### config.mk
export PLATFORM = sky130hd
export DESIGN_NAME = icache_direct_mapped
export DESIGN_NICKNAME = d
export VERILOG_FILES = /design/src/rtl/cpu_types_pkg.sv /design/src/rtl/icache_direct_mapped.sv
export SDC_FILE = /design/constraint.sdc
export NUM_CORES = 1
export LEC_CHECK = 0
export BUFFER_PORTS_ARGS = -buffer_cell sky130_fd_sc_hd__clkbuf_2
export CAP_MARGIN = 30
export CELL_PAD_IN_SITES_DETAIL_PLACEMENT = 0
export CELL_PAD_IN_SITES_GLOBAL_PLACEMENT = 1
export CORE_MARGIN = 2
export CORE_UTILIZATION = 35
export DETAILED_ROUTE_END_ITERATION = 16
export GPL_TIMING_DRIVEN = 0
export MAX_ROUTING_LAYER = met4
export PLACE_DENSITY = 0.56
export SLEW_MARGIN = 20
export SYNTH_ARGS = -nofsm -noshare
export SYNTH_HDL_FRONTEND = slang
export SYNTH_SLANG_ARGS = --single-unit
### constraint.sdc
create_clock -name CLK -period 5.4 [get_ports CLK]
set_clock_uncertainty 0.1 [all_clocks]
set_input_delay 0.81 -clock CLK [delete_from_list [all_inputs] [get_ports CLK]]
set_output_delay 0.81 -clock CLK [all_outputs]
set_load 0.02 [all_outputs]
### src/rtl/cpu_types_pkg.sv
// Shared CPU/cache types: word type, instruction-cache address split, frame layout and FSM states.
package cpu_types_pkg;

   typedef logic [31:0] word_t;

   localparam int IIDX_W = 4;
   localparam int ITAG_W = 32 - IIDX_W - 2;

   typedef struct packed {
      logic [ITAG_W-1:0] tag;
      logic [IIDX_W-1:0] idx;
      logic [1:0]        bytoff;
   } icachef_t;

   typedef struct packed {
      logic              valid;
      logic [ITAG_W-1:0] tag;
      word_t             data;
   } icache_frame_t;

   typedef enum logic {
      IDLE,
      FETCH
   } icache_state_t;

endpackage

### src/rtl/icache_direct_mapped.sv
// Direct-mapped read-only instruction cache: combinational hits, one-word refill
// on the iREN/iwait/iload channel on a miss.
//
// state | meaning
// IDLE  | serve hits; a missing fetch latches its word address and starts a refill
// FETCH | iREN held high for the latched address until iwait drops, then fill the frame
module icache_direct_mapped
   import cpu_types_pkg::*;
#(
   parameter int SETS   = 16,
   parameter int WORD_W = 32
) (
   input  logic              CLK,
   input  logic              nRST,
   input  logic              imemREN,
   input  logic [WORD_W-1:0] imemaddr,
   output logic              ihit,
   output logic [WORD_W-1:0] imemload,
   output logic              iREN,
   output logic [WORD_W-1:0] iaddr,
   input  logic              iwait,
   input  logic [WORD_W-1:0] iload
);

   icache_state_t                  state, next_state;
   logic [ITAG_W+IIDX_W-1:0]       miss_addr;
   icache_frame_t                  frames [SETS];
   icachef_t                       faddr;
   icache_frame_t                  sel;
   logic                           hit;

   assign faddr = icachef_t'(imemaddr);

   always_comb begin
      next_state = state;
      sel        = frames[faddr.idx];
      hit        = 1'b0;
      ihit       = 1'b0;
      imemload   = '0;
      iREN       = 1'b0;
      iaddr      = '0;
      unique case (state)
         IDLE: begin
            hit = imemREN && sel.valid && (sel.tag == faddr.tag);
            if (hit) begin
               ihit     = 1'b1;
               imemload = sel.data;
            end else if (imemREN) begin
               next_state = FETCH;
            end
         end
         FETCH: begin
            // Refill is always for the latched address; fetch-side changes are ignored until IDLE.
            iREN  = 1'b1;
            iaddr = {miss_addr, 2'b00};
            if (!iwait) next_state = IDLE;
         end
         default: next_state = IDLE;
      endcase
   end

   always_ff @(posedge CLK or negedge nRST) begin
      if (!nRST) begin
         state     <= IDLE;
         miss_addr <= '0;
         for (int i = 0; i < SETS; i++) frames[i] <= '0;
      end else begin
         state <= next_state;
         if (state == IDLE && imemREN && !hit)
            miss_addr <= {faddr.tag, faddr.idx};
         if (state == FETCH && !iwait)
            frames[miss_addr[IIDX_W-1:0]] <= '{valid: 1'b1,
                                                tag:   miss_addr[ITAG_W+IIDX_W-1:IIDX_W],
                                                data:  iload};
      end
   end

endmodule

== Word level (Yosys, flattened, before mapping) ==
Index checks and enable logic that the tools add are counted.

* Bitwise logic cells: 3
* Equal/unequal tests: 1
* Div/mod/pow operators: 0
* Magnitude comparators: 3
* Reduce and logical (&&, ||, !) cells: 8
* Multipliers: 0
* Shift operators: 0
* $add $sub $neg: 0
* Mux-type cells: 17

{| class="wikitable"
|+ Operators by type and width
! cell !! number
|-
| bitwise mux 944 bit || 1
|-
| binary-select mux 59 bit (select 4 bit) || 1
|-
| demux 59 bit (select 4 bit) || 1
|-
| 2-to-1 mux 59 bit || 3
|-
| 2-to-1 mux 32 bit || 3
|-
| == test 26 bit || 1
|-
| greater-or-equal comparator 5 bit (second input constant) || 2
|-
| NOT 4 -> 5 bit || 2
|-
| 2-to-1 mux 1 bit || 7
|-
| logical AND 1 bit || 6
|-
| < comparator 5 x 1 -> 1 bit (second input constant) || 1
|-
| logical NOT 1 bit || 2
|-
| case mux 1 bit (2 select lines) || 1
|-
| NOT 1 bit || 1
|}

* Memories kept: 0
* RAM bits: 0
* Bits of input ports: 68
* Flip-flop bits (word level): 975
* Latch bits: 0
* Bits in read-only memories: 0
* Output and inout port bits: 66
* Logic and storage cells: 82

== Depth between registers and ports, before layout ==
* Depth in word-level cells: 9
* Gate-level depth with buffers: 13
* Mapped depth without buffers: 8

== Worst setup path after synthesis ==
Ideal clock, no wire load.

* Kind: input port to output port
* From: in imemaddr[2]
* To: out imemload[22]
* Path slack: 0.906 ns
* Arrival time: 3.584 ns
* Required time: 4.490 ns
* Buffers on the path: 7
* Stages on the path: 10
* Path through: buf_6 > buf_6 > buf_4 > buf_4 > buf_2 > buf_2 > buf_2 > mux4_2 > mux4_2 > and2_1

* Longest elaborated chain between the ends: 8
* Elaborated cells between the ends (all ways): 9
* Classes of those cells: eq/ne (1); mux (5); bitwise (1); reduce/logical (2)

{| class="wikitable"
|+ Ends and longest elaborated chain
! what !! line !! text
|-
| start: declaration || icache_direct_mapped.sv:16 || <nowiki>input logic [WORD_W-1:0] imemaddr,</nowiki>
|-
| NOT 4 -> 5 bit (implied by the code) (*) || icache_direct_mapped.sv:36 || <nowiki>sel = frames[faddr.idx];</nowiki>
|-
| binary-select mux 59 bit (select 4 bit) (*) || icache_direct_mapped.sv:36 ||
|-
| 2-to-1 mux 59 bit (implied by the code) (*) (2 in a row) || icache_direct_mapped.sv:36 ||
|-
| == test 26 bit or logical AND 1 bit (tied branches) || icache_direct_mapped.sv:44 || <nowiki>hit = imemREN && sel.valid && (sel.tag == faddr.tag);</nowiki>
|-
| logical AND 1 bit || icache_direct_mapped.sv:44 ||
|-
| 2-to-1 mux 32 bit (*) || icache_direct_mapped.sv:45 || <nowiki>if (hit) begin</nowiki>
|-
| 2-to-1 mux 32 bit (*) || icache_direct_mapped.sv:42 || <nowiki>unique case (state)</nowiki>
|-
| end: declaration || icache_direct_mapped.sv:18 || <nowiki>output logic [WORD_W-1:0] imemload,</nowiki>
|}

Mark *: on every way between the ends. The rest lies on a longest branch, timed or not. The select of a mux whose other input is x is not followed.

== Worst setup path after layout ==
* From: in imemaddr[3]
* To: out imemload[30]

The elaborated chain is that of the path after synthesis.

==> flow_summary.json <==
{
  "totalWireLength_um": 139000,
  "leakage_nw": 23.42,
  "path_buf_inv": 4,
  "ys_seq_area_frac": 0.5492,
  "final-seq-area_um2": 24400,
  "seqPwrFrac": 0.461,
  "async_flop_share": 1.000,
  "via_count": 26020,
  "place.gp.congestion": 0.8112,
  "critPathArrivalTime_ns": 4.43,
  "tightest_slew_ns": 1.081,
  "grt_pass1_vias": 28940,
  "ys_top_cells_by_count": "dfrtp_1, mux2_2, mux4_2",
  "intPower_mw": 18.82,
  "setup.worst_path.end_class": "output pin",
  "min_period_ns": 5.337,
  "r2r_slack_ns": 1.64,
  "initial_utilization": 0.3534,
  "worstPathMaxFanout": 10,
  "sw_frac_of_total": 0.2743,
  "clock_latency_ns": 0.72,
  "ys_top_cells_by_area": "dfrtp_1, mux2_2, mux4_2",
  "worstRegToRegCells": 8,
  "yosysUniqueCellTypes": 53,
  "drt_iter0_drc": 1762,
  "synth_top_area_share": 0.5492,
  "cts.clk_slew.worst_paths_ns": 0.06,
  "start_kind": "primary input",
  "timing.final.crit_share": 0.9882,
  "critPathMaxStageDelay_ns": 0.49,
  "die-area_um2": 129800,
  "syn_area_per_cell_um2": 16.03,
  "core_area_um2": 125700,
  "netSwitchingPower_mw": 7.112,
  "utilization": 0.4132,
  "syn2layout_area_growth_pct": 16.94,
  "drc": 0,
  "hold_viol": 0,
  "combPwrFrac": 0.250,
  "cts_tree": "yes",
  "slew_viol_final": 0,
  "yosysMostFrequentCell": "dfrtp_1",
  "synth_cells": 2772,
  "cp.required_ns": 4.49,
  "hold_path_depth": 2,
  "crit_start": "imemaddr[3]",
  "hp-start": "imemaddr[7]",
  "drive_above_1_share": 0.5369,
  "dp_hpwl_um": 96510,
  "outcome": "finished, final reports clean",
  "grt_max_degree": 97,
  "grt.overflow.total": 0,
  "dr_wl_met2_um": 67430,
  "max_freq_mhz": 187.4,
  "peakVddDrop_mv": 0.2561,
  "viasPerCell": 5.412,
  "cts_max_level": 3,
  "hold_path.class": "in2reg",
  "path_cells": "clkbuf_2, buf_6, mux4_2, mux4_2, xor2_1, a31oi_2, o2111ai_2, nor4_1, and4_4, clkbuf_4, and2_1, clkbuf_2",
  "pwr-share-clk": 0.288,
  "cts_buffers": 108,
  "clock-sinks": 975,
  "crit_type": "in2out",
  "die_y_um": 360.3,
  "synth-edff-count": 0,
  "cpMaxStageDelayCell": "mux4_2",
  "finalSetupViolCount": 0,
  "power_density_nw_per_um2": 499.1,
  "ys.flop_type": "dfrtp_1",
  "portBuffers": 127,
  "ant_nets": 0,
  "num-nets-final": 3138,
  "ys.warnings.count": 0,
  "drv_cap": 0,
  "critPathTopFamily": "buffers and inverters",
  "grtUsageTotal": 0.2221,
  "finalPower_mw": 25.93,
  "top_layer": "met4",
  "r2r_end": "frames[230]",
  "wl_met1_um": 63250,
  "io_pins": 134,
  "rr_startpoint": "state",
  "maxSlewHeadroom": 0.2796,
  "drt-wirelength-per-cell_um": 28.90,
  "rows": 130,
  "drt_pass1_iterations": 5,
  "route.met3.wl_um": 4734,
  "die-width_um": 360.3,
  "syn-cell-area_um2": 44430,
  "hold_end": "miss_addr[5]",
  "grt_pass1_wl_um": 203900,
  "antenna_found_initial": 4,
  "multiInputGateArea_um2": 19050,
  "root_buffer": "clkbuf_16",
  "synth_seq_cells": 975,
  "cts_buffer_depth": 3,
  "yosys.area.top_type": "dfrtp_1",
  "fill_cells": 11430
}
-- metrics by stage --
step                hold slack (ns)  setup TNS (ns)  instances  area, um2  setup slack [ns]
floorplan                    0.3287               0       2773      44430            0.9064
global placement             0.3443               -       4550      47130            -19.05
detailed placement           0.3507          -66.49       4600      47990            -2.050
CTS                          0.2370               0       4801      51840           0.03008
global route                 0.2725       -0.003432       4808      51950         -0.003432
finish                       0.2944               0       4808      51950           0.06346
-- metal layers --
layer / global-route usage / vias to the layer above
met1: 0.2970 / 14360
li1: - / 10930
met2: 0.3547 / 543
met3: 0.02744 / 188
met5: - / -
met4: 0.06822 / 0
-- layout make-up --
class / instances / area share
antenna: 1 / 0.00004817
buffer: 243 / 0.02408
clock buffer: 162 / 0.06235
clock inverter: 35 / 0.006960
inverter: 6 / 0.0004335
multi-input combinational: 1549 / 0.3667
sequential: 975 / 0.4696
tap: 1650 / 0.03974
timing repair buffer: 187 / 0.03008
-- logic make-up after synthesis --
| family | after synthesis | synth area share |
|---|---|---|
| xor+xnor | 41 | 0.008082 |
| flops | 975 | 0.5492 |
| mux | 1283 | 0.3875 |
| other cells | 1 | 0.00008440 |
| simple gates | 162 | 0.02081 |
| compound gates | 61 | 0.01053 |
| buf+inv | 249 | 0.02380 |
-- layout by cell type, fill, tap and decap left out, drive strengths merged, types with 7 or more instances in the layout --
cell type	synthesis	layout
mux2	980	980
dfrtp	975	975
clkbuf	123	415
mux4	243	243
buf	120	176
and2	62	62
mux2i	60	60
xnor2	29	29
nand2	26	26
clkinv	0	25
nand2b	15	15
xor2	12	12
a221oi	12	12
nor2	11	11
o22ai	9	9
o21ai	9	9
inv	6	9
or2	8	8
nor3	7	7
nor2b	7	7
-- worst max-delay path by stage --
stage | cells past startpoint | to | slack [ns]
finish | 12 | imemload[30] | 0.06
detailed placement | 13 | imemload[30] | -2.05
floorplan | 10 | imemload[22] | 0.91
global placement | 1 | frames[303] | -19.05
CTS | 14 | imemload[9] | 0.03
global route | 15 | imemload[9] | -0.003
-- sequential cells by signal, indices dropped and copies added (netlist names) --
signal,flops
frames,944
state,1
miss_addr,30
-- power by group through the flow --
stage               combinational [mW]  sequential [mW]  clock, mW
floorplan                         4.97             11.4          0
global placement                  6.17             11.9          0
detailed placement                6.50             12.1          0
CTS                               6.56             11.9       7.66
global route                      6.97             12.3       7.99
finish                            6.49             12.0       7.47
-- repair_timing --
action / CTS / global route
endpoints found under the hold margin: 49 / 0
hold buffers: 1 / 0
buffers inserted: 3 / 1
pin swaps: 4 / 2
setup endpoints to repair: 33 / 25
resized for setup: 69 / 14
(Power assumes the default switching activity.)
